`config.mk`:
```
export PLATFORM = sky130hd
export DESIGN_NAME = display_scan
export DESIGN_NICKNAME = d
export VERILOG_FILES = /design/src/rtl/display_scan.sv
export SDC_FILE = /design/constraint.sdc
export NUM_CORES = 1
export LEC_CHECK = 0
export BUFFER_PORTS_ARGS = -buffer_cell sky130_fd_sc_hd__clkbuf_2
export CAP_MARGIN = 25
export CORE_MARGIN = 3
export CORE_UTILIZATION = 63
export DETAILED_ROUTE_END_ITERATION = 8
export PLACE_DENSITY = 0.95
export SLEW_MARGIN = 25
export SYNTH_ARGS = -nofsm -noshare
export SYNTH_HDL_FRONTEND = slang
export SYNTH_SLANG_ARGS = --single-unit
```
`constraint.sdc`:
```
create_clock -name iClk -period 3.1 [get_ports iClk]
set_input_delay 0.62 -clock iClk [delete_from_list [all_inputs] [get_ports iClk]]
set_output_delay 0.62 -clock iClk [all_outputs]
set_load 0.1 [all_outputs]
```
`src/rtl/display_scan.sv`:
```
// Time-multiplexed scan driver for a common-anode seven-segment display.
// Holds the value as hex nibbles, refreshes one digit per slot, updates only at frame boundaries.
module display_scan #(
  parameter int unsigned DIGITS = 8,
  parameter int unsigned DIV    = 100000
) (
  input  logic                  iClk,
  input  logic                  iRst_n,
  input  logic [4*DIGITS-1:0]   iData,
  input  logic                  iLoad,
  input  logic                  iBlankLZ,
  output logic [3:0]            oDigit,
  output logic [DIGITS-1:0]     oAnode,
  output logic                  oFrame
);

  localparam int unsigned DATA_W = 4 * DIGITS;
  localparam int unsigned CNT_W  = (DIV > 1) ? $clog2(DIV) : 1;
  localparam int unsigned IDX_W  = (DIGITS > 1) ? $clog2(DIGITS) : 1;
  localparam logic [CNT_W-1:0] CNT_MAX = CNT_W'(DIV - 1);
  localparam logic [IDX_W-1:0] IDX_MAX = IDX_W'(DIGITS - 1);

  logic [CNT_W-1:0]  cnt_q,     cnt_d;
  logic [IDX_W-1:0]  idx_q,     idx_d;
  logic [DATA_W-1:0] shadow_q,  shadow_d;
  logic [DATA_W-1:0] pending_q, pending_d;
  logic              pend_v_q,  pend_v_d;
  logic              blz_q,     blz_d;
  logic              frame_q,   frame_d;

  logic              tick_c;
  logic              wrap_c;
  logic [DIGITS-1:0] blank_c;

  // Prescaler, digit index and frame-boundary value/blanking updates
  always_comb begin
    cnt_d     = cnt_q + CNT_W'(1);
    idx_d     = idx_q;
    shadow_d  = shadow_q;
    pending_d = pending_q;
    pend_v_d  = pend_v_q;
    blz_d     = blz_q;
    tick_c    = (cnt_q == CNT_MAX);
    wrap_c    = tick_c && (idx_q == IDX_MAX);
    frame_d   = wrap_c;

    if (tick_c) begin
      cnt_d = '0;
      idx_d = wrap_c ? '0 : idx_q + IDX_W'(1);
    end

    if (wrap_c) begin
      blz_d = iBlankLZ;
      // A load landing on the wrap itself wins over anything still pending
      if (iLoad) begin
        shadow_d = iData;
        pend_v_d = 1'b0;
      end else if (pend_v_q) begin
        shadow_d = pending_q;
        pend_v_d = 1'b0;
      end
    end else if (iLoad) begin
      pending_d = iData;
      pend_v_d  = 1'b1;
    end
  end

  always_ff @(posedge iClk or negedge iRst_n) begin
    if (!iRst_n) begin
      cnt_q     <= '0;
      idx_q     <= '0;
      shadow_q  <= '0;
      pending_q <= '0;
      pend_v_q  <= 1'b0;
      blz_q     <= 1'b0;
      frame_q   <= 1'b0;
    end else begin
      cnt_q     <= cnt_d;
      idx_q     <= idx_d;
      shadow_q  <= shadow_d;
      pending_q <= pending_d;
      pend_v_q  <= pend_v_d;
      blz_q     <= blz_d;
      frame_q   <= frame_d;
    end
  end

  // Leading-zero mask: digit i blanks when every nibble from the top down to i is zero
  always_comb begin
    logic all_zero;
    blank_c  = '0;
    all_zero = 1'b1;
    for (int i = DIGITS - 1; i >= 1; i--) begin
      all_zero   = all_zero && (shadow_q[4*i +: 4] == 4'h0);
      blank_c[i] = blz_q && all_zero;
    end
  end

  // Digit mux and anode decode from registered state only
  always_comb begin
    oDigit = 4'h0;
    oAnode = '1;
    for (int i = 0; i < DIGITS; i++) begin
      if (idx_q == IDX_W'(i)) begin
        oDigit = shadow_q[4*i +: 4];
        if (!blank_c[i]) begin
          oAnode[i] = 1'b0;
        end
      end
    end
  end

  assign oFrame = frame_q;

endmodule

```
==> results.md, run 1 <==
* GPL Wtd Cong at roughly 0.92
* Syn Area/Cell at between 10 and 15 um2
* Logic pwr share at 7.2%
* Tcrit/Tclk final at between 90 and 100%
* Final hold violation count at 0
* Num CTS Buffers at 9
* Sequential element share of the synthesized area at around half
* Outcome: complete, no violations
* Syn Nets at between 400 and 500
* Cell Count Post-Placement at a little over 500
* Antenna Cells at 0
* Post-synthesis register bit count at slightly below 90
* Largest delay share family, worst path: simple AND/OR/NAND/NOR gates
* CP max stage cell: dfrtp_1
* Worst Path Buf+Inv at 1
* Setup CP Type: flip-flop to output pin
* Largest net degree at the start of global routing at 88
* Synth area leaders: dfrtp_1, mux2_2, mux2i_1, o21ai_0, o21ai_1
* Critical-path cell list: nor4_4 -> nand4_1 -> or3_4 -> o311ai_2 -> buf_12
* Routed vias at approximately 3300
* Final Max Tran Viols at 0
* Biggest area consumer among synthesized cells: dfrtp_1
* Leading cell type in the layout, fill and taps excluded: dfrtp_1
* Core Region at between 0.006 and 0.007 mm2
* WL per Instance at 18.4 um
* Post-layout power at between 2 and 2.5 mW
* Worst reg2reg startpoint: cnt_q[0]
* Root buffer selected by CTS: clkbuf_8
* Crit path depth at 5
* Critical Path Fanout Max at 3
* Maximum vdd drop at between 0.4 and 0.5 mV
* End of the worst register-to-register path: pending_q[1]
* Placed Area at 0.00467 mm2
* Setup violators final at 0
* Worst Tran Pin Value at approximately 890 ps
* Bufs on Longest Clock Path at 2
* Die W at just under 90 um
* Post-synth cell types at just over 40
* Number of DRC markers in iteration 0 at 244
* Worst-case reg-to-reg path depth at 6
* Post-route core utilization at 76.9%
* Synth-to-Final Area Change at 16.1%
* Reg clk slew, reported paths at about 90 ps
* Share of cells above drive strength 1 at between 20 and 30%
* Hold_buf cts at 0
* Yosys warning count at 0
* Most frequent cells in the layout: dfrtp_1, o21ai_0, clkbuf_2
* Finished Cell Area at 0.00497 mm2
* Worst Hold Class: primary input to async pin
* GR Util All Layers at between 20% and 30%
* Final worst path period need at around 3000 ps
* DP HPWL at between 6000 and 7000 um
* Crit. End Element: output pin
* Max cap viols at 0
* Cell area after synthesis at roughly 0.0043 mm2
* Synth Instances at between 300 and 400
* Finished Layout Cells at around 520
* FMAX at 331 MHz
* Psw at about 510 uW
* H-tree levels at 3
* Drt total wl at 9650 um
* CP arrival at around 2400 ps
* Post-DR vias/cell at about 6.3
* CTS Sinks at a little under 90
* CTS tree: done
* Part of the power in registers at a little under three fifths
* Fill cells at roughly 450
* Slew HR at between 40% and 50%
* DRC viols at 0
* CP startpoint kind: flip-flop
* First-pass DRT Iterations at 9
* Row count at 29
* Total grt overflow at 0
* CP peak stage delay at approximately 430 ps
* Power Dens Cells at 435 mW/mm2
* I/O pins at 49
* Critical path startpoint: shadow_q[31]
* Hold Slack at 271 ps
* DRT antenna net count at 0
* Pleak at about 2.2 nW
* Share of the synthesized area in the top cell type at about 50%
* Clk pwr share at around 38%
* Worst setup endpoint: oAnode[1]
* Clk Latency, worst-skew pair at 360 ps
* Initial antenna violation count at 0
* Worst-case clock skew at between 8 and 9 ps
* Initial Util at between 60 and 70%
* Vias in the first global route at 3198
* Die Footprint at slightly below 0.008 mm2
* Global-route wire length before repair at 15800 um
* Die span in y at approximately 90 um
* Switching share of power at about a quarter
* P_int at around 1.7 mW
* Worst EP required at 2480 ps
* Nets at 485
* I/O Buffers at between 40 and 50
* Reg2reg setup slack at around 480 ps
-- routing by layer --
metal,vias up,wire length (um),track usage (%),share of wire (%)
li1,1538,-,-,-
met1,1623,4300,36.8,45
met2,116,4710,42.1,49
met3,16,497,5.03,5.2
met4,0,144,7.42,1.5
met5,-,0,0,0
-- how the worst min path moves through the flow --
stage / startpoint / to / slack (ps) / cells past startpoint
detailed placement: pending_q[3] / pending_q[3] / 490 / 1
global route: iRst_n / cnt_q[7] / 360 / 1
CTS: iRst_n / cnt_q[6] / 490 / 1
floorplan: iRst_n / blz_q / 320 / 0
global placement: pend_v_q / pend_v_q / 470 / 2
finish: iRst_n / cnt_q[6] / 270 / 1
-- power groups by stage --
stage	clock, mW	sequential (mW)	combinational (mW)
2_1_floorplan	0	1.21	0.0922
3_3_place_gp	0	1.21	0.150
3_5_place_dp	0	1.22	0.159
4_1_cts	0.824	1.20	0.159
5_1_grt	0.862	1.20	0.175
6_report	0.810	1.20	0.156
-- synthesized netlist by cell type --
master    instances
nand2_1          31
o211ai_1          1
a31o_2            1
dfrtp_1          87
mux2_2           33
buf_2             5
nand4b_1          1
o311ai_0          1
inv_1             8
a311oi_1          4
a21bo_1           1
nor3_1            1
clkbuf_1         15
clkinv_1          1
or2_4             1
and2_1            2
nor4_1            8
o21bai_1          1
nand3_1          11
o21ai_1          30
or4b_1            1
o31ai_1           4
or4_1             3
mux2i_1          33
or4b_4            1
a22oi_1           4
ha_1              7
xor2_1            7
o21ai_0          43
or3_1             1
xnor2_1           6
a221oi_1          4
nor2b_1           1
or4_4             1
a21oi_1           4
nand2b_1          4
and4_1            3
nand4_1           7
buf_6             3
nor2_1           15
nor4_2            1
-- area by class of cell --
| type | count | area [um2] | share of cell area, % |
|---|---|---|---|
| flip-flops and latches | 87 | 2180 | 43.8 |
| clock buffers | 10 | 138 | 2.77 |
| well taps | 77 | 96.3 | 1.94 |
| inverters | 9 | 33.8 | 0.680 |
| multi-input cells | 277 | 2090 | 42.1 |
| clock inverters | 6 | 67.6 | 1.36 |
| repair buffers | 58 | 365 | 7.36 |
-- logic make-up (layout without fill, tap and decap cells) --
| family | count (synthesis) | after routing | synth area share (%) |
|---|---|---|---|
| xor+xnor | 13 | 13 | 2.66 |
| fa+ha+maj | 7 | 7 | 2.05 |
| simple gates | 93 | 93 | 11.5 |
| compound gates | 98 | 98 | 13.0 |
| mux | 66 | 66 | 16.4 |
| flops | 87 | 87 | 50.9 |
| buf+inv | 32 | 83 | 3.48 |
-- worst reg2reg max path, cell delays in order, from the launching register on --
cell and delay (ps):
dfrtp_1 440, ha_1 270, nand4_1 300, nor4_1 620, a21bo_1 200, buf_4 290
mux2_2 400
-- registers in the layout (all words and copies together), names as in the netlist --
name / cells
pending_q: 32
shadow_q: 32
cnt_q: 17
blz_q: 1
pend_v_q: 1
idx_q: 3
oFrame: 1
-- per-stage QoR --
step,TNS (ps),worst slack [ps]
6_report,0,74.4
5_1_grt,-22.5,-20.0
4_1_cts,0,10.4
3_5_place_dp,0,245
3_3_place_gp,0,314
2_1_floorplan,-473,-268
-- what timing repair did --
action	in CTS	in global routing
buffers inserted	0	1
pin swaps	0	1
endpoints found under the hold margin	0	0
setup endpoints to repair	3	6
gates resized for setup	4	15
No activity file was read; power rests on OpenSTA's default activity.
==> run 2, diff against run 1 <==
--- a/config.mk
+++ b/config.mk
@@ -8,9 +8,10 @@
 export BUFFER_PORTS_ARGS = -buffer_cell sky130_fd_sc_hd__clkbuf_2
 export CAP_MARGIN = 25
 export CORE_MARGIN = 3
-export CORE_UTILIZATION = 63
+export CORE_UTILIZATION = 65
+export CTS_BUF_LIST = sky130_fd_sc_hd__clkbuf_4
 export DETAILED_ROUTE_END_ITERATION = 8
-export PLACE_DENSITY = 0.95
+export PLACE_DENSITY = 0.84
 export SLEW_MARGIN = 25
 export SYNTH_ARGS = -nofsm -noshare
 export SYNTH_HDL_FRONTEND = slang
==> results.md, run 2 (synthesized netlist as in run 1, its figures left out) <==
* Worst Path Buf+Inv at 1
* CP startpoint kind: flip-flop
* DRT antenna net count at 0
* Vias in the first global route at between 3000 and 4000
* First-pass DRT Iterations at 5
* Min setup slack post-route at ~53 ps
* Largest net degree at the start of global routing at 88
* Final worst path period need at between 3000 and 4000 ps
* Outcome: complete, no violations
* Slew HR at a little over two fifths
* Post-DR vias/cell at approximately 6.3
* Global-route wire length before repair at between 15000 and 20000 um
* Initial Util at between 60 and 70%
* Setup violators final at 0
* Final hold violation count at 0
* Place WS at between 200 and 250 ps
* Crit path depth at 5
* DP HPWL at roughly 6400 um
* Routed vias at about 3300
* Unrepaired setup endpoints after global routing: yes
* CTS tree: done
* Bufs on Longest Clock Path at 2
* Hold_buf cts at 0
* Worst-case reg-to-reg path depth at 5
* Core Region at approximately 0.0061 mm2
* GPL Wtd Cong at ~0.89
* Power Dens Cells at approximately 400 mW/mm2
* Critical Path Fanout Max at 3
* Share of cells above drive strength 1 at roughly 30%
* Die span in y at roughly 87 um
* Worst-case clock skew at 14.3 ps
* Total grt overflow at 0
* Pleak at 2.21 nW
* Worst EP required at 2480 ps
* CP arrival at 2430 ps
* Post-Route M1 WL at around 4200 um
* Maximum vdd drop at 0.508 mV
* Reg2reg setup slack at 560 ps
* CP max stage cell: dfrtp_1
* Worst Hold Class: primary input to async pin
* Clk Latency, worst-skew pair at between 400 and 500 ps
* Root buffer selected by CTS: clkbuf_4
* Met3 routed WL at about 540 um
* Crit. End Element: output pin
* Num CTS Buffers at 9
* Tcrit/Tclk final at between 90% and 100%
* Nets at 486
* Reg clk slew, reported paths at approximately 130 ps
* Setup TNS at 0 ps
* Fill cells at 367
* I/O pins at between 40 and 50
* DRC viols at 0
* Setup CP Type: flip-flop to output pin
* Max cap viols at 0
* Leading cell type in the layout, fill and taps excluded: dfrtp_1
* Most frequent cells in the layout: dfrtp_1, o21ai_0, clkbuf_2
* Critical-path cell list: nor4_4 -> nand4_1 -> or3_4 -> o311ai_4 -> buf_12
* WL per Instance at between 15 and 20 um
* CP peak stage delay at around 460 ps
* I/O Buffers at 48
* Row count at 28
* Max layer used: met4
* Largest delay share family, worst path: simple AND/OR/NAND/NOR gates
* H-tree levels at 3
* GR Util All Layers at between 20% and 30%
* Antenna Cells at 0
* Die W at 87.1 um
* Worst Tran Pin Value at approximately 870 ps
* Synth-to-Final Area Change at 16.6%
* Largest registers: pending_q x32, shadow_q x32, cnt_q x17
* Number of DRC markers in iteration 0 at approximately 260
* Final Max Tran Viols at 0
* Die Footprint at 0.00759 mm2
* FMAX at about 330 MHz
* DR WL met2 at between 4000 and 5000 um
* Drt total wl at 9570 um
* CTS Sinks at between 80 and 90
* Post-layout power at 2.00 mW
* Initial antenna violation count at 0
[run 2: layout make-up]
type / instances / area, um2 / share of cell area [%]
clock buffers: 9 / 67.6 / 1.35
clock inverters: 7 / 77.6 / 1.56
inverters: 9 / 33.8 / 0.677
multi-input cells: 277 / 2140 / 42.9
flip-flops and latches: 87 / 2180 / 43.7
well taps: 75 / 93.8 / 1.88
repair buffers: 59 / 398 / 7.98
[run 2: worst paths after layout]
check / to / startpoint
max in group asynchronous: idx_q[2] / iRst_n
worst max register to register: shadow_q[25] / cnt_q[0]
min in group iClk: blz_q / iBlankLZ
worst min register to register: pending_q[0] / pending_q[0]
worst min-delay path: cnt_q[6] / iRst_n
worst max-delay path: oAnode[1] / shadow_q[30]
[run 2: timing repair]
action / CTS / global route
pin swaps: 1 / 5
endpoints found under the setup margin: 7 / 7
gates resized for setup: 11 / 27
hold endpoints to repair: 0 / 0
buffers inserted: 1 / 0
[run 2: metal layers]
layer,vias to the layer above,global-route usage [%]
met2,125,43.4
met5,-,0
met4,0,7.11
met3,25,5.30
met1,1610,36.6
li1,1551,-
[run 2: stage by stage]
step	instance area (um2)	utilization, %	instances	hold slack [ps]
after global placement	4670	76.1	506	480
after CTS	4870	79.4	523	396
final	4990	81.4	523	195
after global routing	4990	81.4	523	260
after floorplan	4350	-	396	324
after detailed placement	4670	76.1	506	487
[run 2: power breakdown]
part	internal, mW	switching (mW)
Combinational	0.0789	0.0759
Sequential	1.18	0.0208
Clock	0.254	0.390
Total	1.51	0.486
==> run 3, diff against run 2 <==
--- a/config.mk
+++ b/config.mk
@@ -8,10 +8,10 @@
 export BUFFER_PORTS_ARGS = -buffer_cell sky130_fd_sc_hd__clkbuf_2
 export CAP_MARGIN = 25
 export CORE_MARGIN = 3
-export CORE_UTILIZATION = 65
+export CORE_UTILIZATION = 45
 export CTS_BUF_LIST = sky130_fd_sc_hd__clkbuf_4
 export DETAILED_ROUTE_END_ITERATION = 8
-export PLACE_DENSITY = 0.84
+export PLACE_DENSITY = 0.61
 export SLEW_MARGIN = 25
 export SYNTH_ARGS = -nofsm -noshare
 export SYNTH_HDL_FRONTEND = slang
==> results.md, run 3 (synthesized netlist as in run 1, its figures left out) <==
* H-tree levels at 3
* Maximum vdd drop at approximately 0.26 mV
* DRC viols at 0
* Crit. End Element: output pin
* Critical Path Fanout Max at 6
* Die span in y at a little over 100 um
* Drt total wl at between 9000 and 10000 um
* DP HPWL at 6790 um
* Initial Util at between 40% and 50%
* GPL Wtd Cong at a little under 0.9
* Final hold violation count at 0
* GR Util All Layers at between 10% and 20%
* Initial antenna violation count at 0
* Area of the multi-input gates at 0.00209 mm2
* Post-route core utilization at a little under three fifths
* Place WS at ~230 ps
* Nets at between 400 and 500
* Unrepaired setup endpoints after global routing: yes
* Worst reg2reg startpoint: cnt_q[0]
* Post-DR vias/cell at between 5 and 6
* Share of cells above drive strength 1 at 29.2%
* Critical path startpoint: idx_q[0]
* Largest net degree at the start of global routing at 47
* Clk Latency, worst-skew pair at roughly 420 ps
* Synth-to-Final Area Change at 17.8%
* Worst EP required at between 2000 and 2500 ps
* Min setup slack post-route at 66.3 ps
* Max cap viols at 0
* Die Footprint at 0.0107 mm2
* CTS tree: done
* Row count at 34
* Root buffer selected by CTS: clkbuf_4
* I/O pins at a little under 50
* Final worst path period need at a little over 3000 ps
* Slew HR at a little over three fifths
* Fill cells at just over 800
* Antenna Cells at 0
* Power Dens Cells at approximately 400 mW/mm2
* Vias in the first global route at 3156
* Placed Area at approximately 0.0048 mm2
* I/O Buffers at 48
* Setup violators final at 0
* Num CTS Buffers at 9
* Largest registers: pending_q x32, shadow_q x32, cnt_q x17
* Final Max Tran Viols at 0
* Number of DRC markers in iteration 0 at 190
* Seq. cell area at approximately 0.0022 mm2
* CP startpoint kind: flip-flop
* Total grt overflow at 0
* Finished Cell Area at about 0.0050 mm2
* CP arrival at approximately 2400 ps
* Hold Slack at 162 ps
* Routed vias at 3165
* CTS Sinks at between 80 and 90
* DRT antenna net count at 0
* FMAX at between 300 and 400 MHz
* Die W at 104 um
* Worst Hold Class: primary input to async pin
* Core Region at 0.00898 mm2
* Tcrit/Tclk final at 97.9%
* Bufs on Longest Clock Path at 2
* Reg2reg setup slack at roughly 630 ps
* Leading cell type in the layout, fill and taps excluded: dfrtp_1
* Worst Tran Pin Value at approximately 550 ps
* Global-route wire length before repair at ~16000 um
* Reg clk slew, reported paths at around 140 ps
* Worst-case clock skew at between 15 and 20 ps
* Most frequent cells in the layout: dfrtp_1, o21ai_0, clkbuf_2
* Pleak at around 2.2 nW
* Outcome: complete, no violations
* First-pass DRT Iterations at 5
* WL per Instance at 16.3 um
* Setup CP Type: flip-flop to output pin
[run 3: stage by stage]
step / TNS, ps / std cells / power [mW]
3_5_place_dp: 0 / 560 / 1.38
6_report: 0 / 575 / 2.04
3_3_place_gp: 0 / 560 / 1.37
2_1_floorplan: -473 / 396 / 1.30
5_1_grt: -111 / 575 / 2.14
4_1_cts: 0 / 575 / 2.08
[run 3: final timing paths]
check,to,cells past startpoint
max in group asynchronous,pend_v_q,2
worst min register to register,pending_q[1],1
worst max register to register,pending_q[9],6
worst max-delay path,oDigit[0],8
worst min-delay path,cnt_q[12],1
min in group iClk,pending_q[16],2
[run 3: area by class of cell]
cell class | instances | share of cell area [%]
timing repair buffer | 62 | 8.49
multi-input combinational | 277 | 41.6
inverter | 9 | 0.670
clock buffer | 10 | 1.49
clock inverter | 4 | 1.44
tap | 126 | 3.13
sequential | 87 | 43.2
[run 3: worst max-delay path, cell delays in order (launching register included)]
cell,delay (ps)
dfrtp_1,420
inv_1,130
ha_2,240
nand2_1,140
a221oi_1,300
a311oi_1,120
buf_4,180
o31ai_4,240
clkbuf_16,240
[run 3: per-layer routing]
| layer | global-route usage (%) | wire length (um) | part of all wire (%) |
|---|---|---|---|
| met2 | 28.1 | 4350 | 46 |
| met4 | 6.74 | 155 | 1.7 |
| met3 | 3.17 | 343 | 3.7 |
| met1 | 25.9 | 4530 | 48 |
| met5 | 0 | 0 | 0 |
[run 3: report_power, final]
part	leakage (nW)	switching (mW)	internal [mW]	total, mW
Sequential	1.12	0.0186	1.18	1.19
Clock	0.0783	0.362	0.327	0.689
Combinational	1.02	0.0754	0.0810	0.156
[run 3: what timing repair did]
item / CTS / global route
setup buffers: 1 / 0
hold buffers: 0 / 0
hold endpoints to repair: 0 / 0
setup endpoints to repair: 5 / 7
pin swaps: 1 / 0
resized for setup: 14 / 5
